## src/rtl/roz_scan_gen.sv

```systemverilog
// Rotate/zoom scan-coordinate generator: CPU-visible affine register bank,
// fixed-point X/Y scan accumulators and a registered tile-coordinate output stage.
module roz_scan_gen #(
  parameter int ACC_W   = 24,
  parameter int FRAC_W  = 12,
  parameter int PLANE_W = 10,
  parameter int TILE_W  = 3
) (
  input  logic                            clk,
  input  logic                            reset,
  input  logic                            ce_13m,
  input  logic                            ce_pixel,
  input  logic [3:0]                      VA,
  input  logic [15:0]                     Din,
  output logic [15:0]                     Dout,
  input  logic                            LDSn,
  input  logic                            UDSn,
  input  logic                            SCCSn,
  input  logic                            RW,
  output logic                            DACKn,
  input  logic                            HSYNn,
  input  logic                            VSYNn,
  output logic                            px_valid,
  output logic [PLANE_W-1:0]              px_x,
  output logic [PLANE_W-1:0]              px_y,
  output logic                            px_oob,
  output logic [2*(PLANE_W-TILE_W)-1:0]   map_addr,
  output logic [2*TILE_W-1:0]             fine
);

  localparam int HI_W  = ACC_W - 16;
  localparam int INT_W = ACC_W - FRAC_W;
  localparam logic [INT_W:0] PLANE_LIM = (INT_W+1)'(1) << PLANE_W;

  typedef enum logic [3:0] {
    REG_ORGX_HI = 4'd0,
    REG_ORGX_LO = 4'd1,
    REG_DXX     = 4'd2,
    REG_DYX     = 4'd3,
    REG_ORGY_HI = 4'd4,
    REG_ORGY_LO = 4'd5,
    REG_DXY     = 4'd6,
    REG_DYY     = 4'd7,
    REG_MODE    = 4'd8
  } reg_idx_e;

  typedef struct packed {
    logic [15:0] dxx;
    logic [15:0] dyx;
    logic [15:0] dxy;
    logic [15:0] dyy;
  } inc_t;

  typedef struct packed {
    logic latch;
    logic wrap;
  } mode_t;

  function automatic logic [ACC_W-1:0] sext16(input logic [15:0] v);
    return {{HI_W{v[15]}}, v};
  endfunction

  function automatic logic [15:0] lane_merge(input logic [15:0] old_v,
                                             input logic [15:0] new_v,
                                             input logic        uds_n,
                                             input logic        lds_n);
    return {uds_n ? old_v[15:8] : new_v[15:8], lds_n ? old_v[7:0] : new_v[7:0]};
  endfunction

  // Pending bank (CPU side); origins are only consumed at the vsync load.
  logic [ACC_W-1:0] org_x, org_y;
  inc_t             pend_inc, act_inc;
  mode_t            mode;

  logic        sccs_q, dack_q;
  logic        cs_fall;
  logic [15:0] rd_data, wr_val;

  assign cs_fall = ce_13m & sccs_q & ~SCCSn;

  always_comb begin
    // NOTE: default first so every path assigns and no latch is inferred.
    rd_data = '0;
    case (VA)
      REG_ORGX_HI: rd_data = 16'(org_x[ACC_W-1:16]);
      REG_ORGX_LO: rd_data = org_x[15:0];
      REG_DXX:     rd_data = pend_inc.dxx;
      REG_DYX:     rd_data = pend_inc.dyx;
      REG_ORGY_HI: rd_data = 16'(org_y[ACC_W-1:16]);
      REG_ORGY_LO: rd_data = org_y[15:0];
      REG_DXY:     rd_data = pend_inc.dxy;
      REG_DYY:     rd_data = pend_inc.dyy;
      REG_MODE:    rd_data = {14'd0, mode};
      default:     rd_data = '0;
    endcase
  end

  // Byte-lane merge against the addressed register's current contents.
  assign wr_val = lane_merge(rd_data, Din, UDSn, LDSn);

  always_ff @(posedge clk) begin
    if (reset) begin
      // NOTE: the bank is plain flops rather than a RAM, so it takes the reset.
      org_x    <= '0;
      org_y    <= '0;
      pend_inc <= '0;
      mode     <= '0;
      sccs_q   <= 1'b1;
      dack_q   <= 1'b1;
      Dout     <= '0;
    end else if (ce_13m) begin
      // NOTE: non-blocking in clocked processes so every flop samples pre-edge values.
      sccs_q <= SCCSn;
      if (cs_fall) begin
        dack_q <= 1'b0;
        if (RW) begin
          Dout <= rd_data;
        end else begin
          case (VA)
            REG_ORGX_HI: org_x[ACC_W-1:16] <= wr_val[HI_W-1:0];
            REG_ORGX_LO: org_x[15:0]       <= wr_val;
            REG_DXX:     pend_inc.dxx      <= wr_val;
            REG_DYX:     pend_inc.dyx      <= wr_val;
            REG_ORGY_HI: org_y[ACC_W-1:16] <= wr_val[HI_W-1:0];
            REG_ORGY_LO: org_y[15:0]       <= wr_val;
            REG_DXY:     pend_inc.dxy      <= wr_val;
            REG_DYY:     pend_inc.dyy      <= wr_val;
            REG_MODE:    mode              <= mode_t'(wr_val[1:0]);
            default:     ;
          endcase
        end
      end else if (SCCSn) begin
        dack_q <= 1'b1;
      end
    end
  end

  // Acknowledge is held low while deselected; the registered flag only shows during a cycle.
  assign DACKn = SCCSn ? 1'b0 : dack_q;

  logic hs_q, vs_q;
  logic hs_rise, vs_rise;

  assign vs_rise = ce_pixel & ~vs_q & VSYNn;
  assign hs_rise = ce_pixel & ~hs_q & HSYNn;

  always_ff @(posedge clk) begin
    if (reset) begin
      act_inc <= '0;
    end else if (!mode.latch || vs_rise) begin
      act_inc <= pend_inc;
    end
  end

  logic [ACC_W-1:0] cur_x, cur_y, row_x, row_y;
  logic [ACC_W-1:0] row_x_nxt, row_y_nxt;

  assign row_x_nxt = row_x + sext16(act_inc.dxy);
  assign row_y_nxt = row_y + sext16(act_inc.dyy);

  always_ff @(posedge clk) begin
    if (reset) begin
      hs_q  <= 1'b1;
      vs_q  <= 1'b1;
      cur_x <= '0;
      cur_y <= '0;
      row_x <= '0;
      row_y <= '0;
    end else if (ce_pixel) begin
      hs_q <= HSYNn;
      vs_q <= VSYNn;
      // Origins come straight from the pending bank: it is what gets latched this cycle.
      if (vs_rise) begin
        row_x <= org_x;
        row_y <= org_y;
        cur_x <= org_x;
        cur_y <= org_y;
      end else if (hs_rise) begin
        row_x <= row_x_nxt;
        row_y <= row_y_nxt;
        cur_x <= row_x_nxt;
        cur_y <= row_y_nxt;
      end else begin
        cur_x <= cur_x + sext16(act_inc.dxx);
        cur_y <= cur_y + sext16(act_inc.dyx);
      end
    end
  end

  logic [INT_W-1:0] int_x, int_y;
  logic             oob_x, oob_y;

  assign int_x = cur_x[ACC_W-1:FRAC_W];
  assign int_y = cur_y[ACC_W-1:FRAC_W];
  assign oob_x = int_x[INT_W-1] | ({1'b0, int_x} >= PLANE_LIM);
  assign oob_y = int_y[INT_W-1] | ({1'b0, int_y} >= PLANE_LIM);

  always_ff @(posedge clk) begin
    if (reset) begin
      px_valid <= 1'b0;
      px_x     <= '0;
      px_y     <= '0;
      px_oob   <= 1'b0;
    end else begin
      px_valid <= ce_pixel;
      if (ce_pixel) begin
        px_x   <= int_x[PLANE_W-1:0];
        px_y   <= int_y[PLANE_W-1:0];
        px_oob <= ~mode.wrap & (oob_x | oob_y);
      end
    end
  end

  assign map_addr = {px_y[PLANE_W-1:TILE_W], px_x[PLANE_W-1:TILE_W]};
  assign fine     = {px_y[TILE_W-1:0], px_x[TILE_W-1:0]};

endmodule
```

## config.mk

```make
export PLATFORM = sky130hd
export DESIGN_NAME = roz_scan_gen
export DESIGN_NICKNAME = d
export VERILOG_FILES = /design/src/rtl/roz_scan_gen.sv
export SDC_FILE = /design/constraint.sdc
export NUM_CORES = 1
export LEC_CHECK = 0
export BUFFER_PORTS_ARGS = -buffer_cell sky130_fd_sc_hd__buf_4
export CORE_MARGIN = 4
export CORE_UTILIZATION = 40
export CTS_CLUSTER_SIZE = 12
export DETAILED_ROUTE_END_ITERATION = 10
export PLACE_DENSITY_LB_ADDON = 0.25
export SYNTH_ARGS = -nofsm -noshare
export SYNTH_HDL_FRONTEND = slang
export SYNTH_SLANG_ARGS = --single-unit
```

## constraint.sdc

```tcl
create_clock -name clk -period 2.5 [get_ports clk]
set_input_delay 0.125 -clock clk [delete_from_list [all_inputs] [get_ports clk]]
set_output_delay 0.125 -clock clk [all_outputs]
set_load 0.05 [all_outputs]
```

# --- After elaboration in Yosys (flattened, before gate mapping) ---
# Cells that the tools add are included.
classes:
  n_addsub: 4
  n_lt_le_gt_ge: 2
  n_mux: 14
  bitwise_logic: 15
  n_eq_ne: 8
  reduce_logical: 17
op_table:
  columns: ["cell", "count"]
  rows:
  - ["$mux 24", 8]
  - ["$pmux 16 s9", 1]
  - ["$add 24x24->24", 4]
  - ["$reduce_and 4->1", 9]
  - ["$ge 12x11->1 const B", 2]
  - ["$eq 4x3->1 const B", 4]
  - ["$mux 8", 2]
  - ["$eq 4x2->1 const B", 2]
  - ["$and 1x1->1", 7]
  - ["$not 1->1", 5]
  - ["$eq 4x1->1 const B", 1]
  - ["$eq 4x4->1 const B", 1]
  - ["$logic_not 4->1", 1]
  - ["$reduce_and 2->1", 2]
  - ["$reduce_bool 2->1", 2]
  - ["$mux 1", 3]
  - ["$or 1x1->1", 3]
  - ["$reduce_and 3->1", 1]
  - ["$logic_not 1->1", 1]
  - ["$logic_or 1x1->1", 1]
word_totals:
  out_inout_bits: 59
  ff_bits: 316
  input_bits: 30

# --- Depth between registers and ports, before layout ---
depth:
  depth_word: 5
  ltp_mapped: 12

# --- Least setup slack after synthesis ---
# No wires, ideal clock.
synth_timing:
  path_type: "reg2reg"
  startpoint: "reg act_inc[48] in the netlist's numbering"
  endpoint: "reg cur_x[22]"
  slack_ps: -140
  period_less_slack_ps: 2640
  path_stages_with_launch: 13
  path_buffers: 0
  t_arrival_ps: 2549
  required_time_ps: 2409
  cell_sequence: "dfxtp_1 > ha_1 > inv_1 > fa_1 > nand2b_1 > a211oi_2 > o41ai_1 > a21oi_1 > nor4_1 > o41ai_1 > xor2_1 > a22oi_1 > a311oi_1"
synth_via:
  elab_chain_cells: 3
synth_lines:
  columns: ["element", "line_no", "rtl"]
  rows:
  - ["from (decl)", "72", "inc_t pend_inc, act_inc;"]
  - ["from (signal assigned)", "151", "act_inc <= pend_inc;"]
  - ["$add 24x24->24", "184", "cur_x <= cur_x + sext16(act_inc.dxx);"]
  - ["$mux 24", "178", "end else if (hs_rise) begin"]
  - ["$mux 24", "173", "if (vs_rise) begin"]
  - ["to (signal assigned)", "176", "cur_x <= org_x;"]
  - ["to (signal assigned)", "181", "cur_x <= row_x_nxt;"]
  - ["to (signal assigned)", "184", null]
  - ["to (decl)", "155", "logic [ACC_W-1:0] cur_x, cur_y, row_x, row_y;"]
# Every way passes these cells.
# A chain may end at the register's enable or synchronous reset.

# --- Worst setup path in the final report ---
layout_timing:
  startpoint: "reg cur_y[0]"
  endpoint: "reg cur_y[20]"
layout_via:
  elab_chain_cells: 3
layout_lines:
  columns: ["element", "line_no", "rtl"]
  rows:
  - ["from (decl)", "155", null]
  - ["from (signal assigned)", "177", "cur_y <= org_y;"]
  - ["from (signal assigned)", "182", "cur_y <= row_y_nxt;"]
  - ["from (signal assigned)", "185", "cur_y <= cur_y + sext16(act_inc.dyx);"]
  - ["$add 24x24->24", "185", null]
  - ["$mux 24", "178", null]
  - ["$mux 24", "173", null]
# Every way passes these cells.

==> flow_summary.yaml <==
status:
  status: "complete, but fails checks"
  violated_checks: "setup timing"
setup_path:
  crit_path_start_kind: "register"
  cp_num_buf_inv: 3
  critPathArrivalTime_ns: 3.12
  worstPathRequired_ns: 2.94
  cp_top_family: "compound AO/OA/AOI/OAI gates"
  cp_cell_sequence: "ha_4, inv_2, fa_2, nor2b_2, o31a_1, buf_4, o21ai_4, o211ai_1, buf_4, a31o_4, a31oi_4, xnor2_1, a32oi_1, o21ai_1"
  setup_crit_path_kind: "reg -> reg"
  cp_capture_type: "register"
  worst_path_largest_cell_delay_ns: 0.41
  crit_path_frequent_cell: "sky130_fd_sc_hd__buf_4"
  crit_fanout: 4
  cpMaxStageDelayCell: "sky130_fd_sc_hd__fa_2"
die:
  die_w_um: 214.6
  initial_utilization_pct: 40.60
  design.portCount: 89
  fp.coreArea_sq_um: 42040
  placementRows: 75
  die_h_um: 214.6
  design.die.area_sq_um: 46040
finish:
  fraction_of_final_layout_cells_with_drive_strength_greater_than_1_pct: 23.78
  finalInstanceArea_sq_um: 22060
  final.fill_count: 3875
  diodes: 0
  finish.net_count: 2520
  flow.area_growth_from_synthesis_pct: 29.22
grt:
  grt_first_pass_wirelength_um: 96880
  global_route.overflow_total: 0
  grt.total_usage_pct: 26.25
  maximum_number_of_pins_on_one_net_before_global_route_repair: 149
  via_count_of_the_first_global_routing_pass: 16600
  grt_antenna_before_repair: 0
sta:
  slew-limit-headroom_pct: 15.89
  finalSetupViolations: 19
  worst_slack_ns: -0.1843
  fin_worst_hold_slack_ns: 0.06880
  period_minus_slack_ns: 2.684
  peak_freq_mhz: 372.5
  final-hold-violation-count: 0
  rsz_0062_raised_after_global_routing: "true"
  finalMaxSlewViolations: 0
  worst_pin_slew_ns: 1.257
  period_share_pct: 107.4
  clock_tree_skew_after_final_layout_ns: 0.01766
synthesis:
  syn-instance-count: 2191
  synth.yosys.seq_area_share_pct: 37.06
  area_share_of_the_largest_cell_type_after_synthesis_pct: 37.06
  post-synth-top-count-cell: "sky130_fd_sc_hd__nand2_1"
  synth.avg_cell_area_sq_um: 7.791
  yosysTopAreaCell: "sky130_fd_sc_hd__dfxtp_1"
  synth.distinct_cells: 75
  synth_top_flop_cell: "sky130_fd_sc_hd__dfxtp_1"
  netlist_area_before_placement_sq_um: 17070
  mappedNetlistNets: 2317
  synth_warnings: 0
  synth_top_cells_by_area: "sky130_fd_sc_hd__dfxtp_1 (37%), sky130_fd_sc_hd__nand2_1 (10%), sky130_fd_sc_hd__a21oi_1 (8.7%), sky130_fd_sc_hd__ha_1 (6.7%), sky130_fd_sc_hd__nor2_1 (4.6%)"
  synth_enable_flop_cells: 0
  synth.ff_latch_count: 316
  netlist_top_cells_count: "sky130_fd_sc_hd__nand2_1 (469), sky130_fd_sc_hd__dfxtp_1 (316), sky130_fd_sc_hd__a21oi_1 (298)"
  async_s_r_ff_share_synth_pct: 0
clock_tree:
  tritoncts_num_sinks: 316
  clock_input_transition_at_the_sequential_cells_of_the_worst_setup_and_hold_paths_ns: 0.06
  clock_tree.root_cell: "sky130_fd_sc_hd__clkbuf_16"
  tritoncts: "done"
  clkLatencyLatePin_ns: 0.56
  cts_max_path_buffers: 3
  cts-buffers-inserted: 38
  htree_levels: 2
placement:
  count_of_input_and_output_buffers: 88
  placed_area_sq_um: 19390
  place_congestion: 0.9421
  detailed_place_hpwl_um: 44700
drt:
  avgRoutedWirePerCell_um: 21.60
  dr.pass1.iters: 6
  antenna_left: 0
  drt_drc_violations_left: 0
  detail_route.wirelength_um: 63960
  dr_total_vias: 17330
  drtIter0Drc: 1803
  avgViaCountPerCell: 5.853
min_path:
  worstHoldPathType: "in -> reg"
power_and_ir_drop:
  netSwitchingPower_mw: 3.055
  power.sequential.fraction_pct: 43.5
  cell_internal_power_mw: 8.919
  ir_drop_v: 0.0004133
  cellLeakagePower_nw: 8.904
  power.clock.fraction_pct: 47.5
  power.switching_fraction_pct: 25.52
  powerDensity_nw_per_um2: 542.9
  comb_power_share_pct: 9.1
flow_run:
  max_cap_violations: 0
kinds of logic (layout without fill, tap and decap cells):
| kind of cell | Yosys count | in the layout | share of synthesized area [%] |
|---|---|---|---|
| DFF | 316 | 316 | 37.06 |
| xor gates and xnor gates | 76 | 76 | 3.899 |
| buffers and inverters | 172 | 403 | 4.288 |
| muxes | 48 | 48 | 2.866 |
| adders and majority gates | 96 | 96 | 7.212 |
| and+or+nand+nor | 834 | 834 | 20.48 |
| AOI/OAI and AO/OA | 649 | 649 | 24.20 |
state kept, by name, indices dropped and copies added (netlist names):
register and cells:
org_x 24, row_y 24, sccs_q 1, px_y 10
px_x 10, hs_q 1, px_valid 1, org_y 24
act_inc 64, px_oob 1, pend_inc 64, row_x 24
Dout 16, cur_x 24, cur_y 24, dack_q 1
mode 2, vs_q 1
layout make-up:
type / count / area (sq um) / share of cell area, %
Clock buffer: 58 / 1157 / 5.247
Clock inverter: 10 / 122.6 / 0.5559
Inverter: 32 / 120.1 / 0.5446
Multi-Input combinational cell: 1703 / 11190 / 50.74
Sequential cell: 316 / 6371 / 28.88
Tap cell: 539 / 674.4 / 3.057
Timing Repair Buffer: 303 / 2420 / 10.97
layout by cell type, fill, tap and decap left out, drive strengths merged, types with 35 or more instances in the layout:
cell type	netlist	routed
xor2	35	35
a21oi	298	298
nand2	469	469
dfxtp	316	316
a21o	38	38
ha	92	92
mux2i	41	41
buf	37	297
nor2	211	211
a211oi	50	50
clkbuf	103	59
o21ai	66	66
a22oi	42	42
xnor2	41	41
worst min-delay path: cells and delay by family:
family | cells | cell delay, ns
buf+inv | 1 | 0.16
simple gates | 2 | 0.22
mux | 1 | 0.09
path summary, 6_finish.rpt:
check                           startpoint         to  slack [ns]  cells past startpoint
worst max-delay path              cur_y[0]  cur_y[20]       -0.18                     14
worst min-delay path                 VA[3]    mode[1]        0.07                      4
worst max register to register    cur_y[0]  cur_y[20]       -0.18                     14
worst min register to register      dack_q     dack_q        0.45                      2
power by group through the flow:
stage | clock [mW] | sequential [mW] | combinational, mW
global route | 5.95 | 5.21 | 1.16
finish | 5.69 | 5.20 | 1.08
CTS | 5.75 | 5.20 | 1.04
detailed placement | 0 | 5.31 | 1.00
floorplan | 0 | 5.35 | 0.561
global placement | 0 | 5.30 | 0.993
timing repair:
item,CTS,global route
buffers inserted,8,16
endpoints found under the setup margin,51,55
hold buffers,5,0
pin swaps,107,99
resized for setup,129,113
hold endpoints to repair,4,0
layer usage:
layer  share of wire (%)  vias up  track usage, %
met4                 3.7        0           8.364
met5                   0        -               0
met3                 7.9      164           4.124
met1                  45     8283           37.35
li1                    -     8140               -
met2                  44      745           40.91
metrics by stage:
stage                     std cells  setup slack, ns  power [mW]  utilization [%]   TNS [ns]
final                          2961          -0.1843       11.97            52.47     -1.447
after global placement         2869          -0.4171       6.297            46.12     -8.365
after CTS                      2947          -0.2524       11.98            50.80     -2.818
after detailed placement       2869          -0.4276       6.310            46.12     -9.713
after global routing           2961          -0.2933       12.32            52.47     -4.195
after floorplan                2191        -0.007723       5.906                -  -0.007723
(Power assumes the default switching activity.)
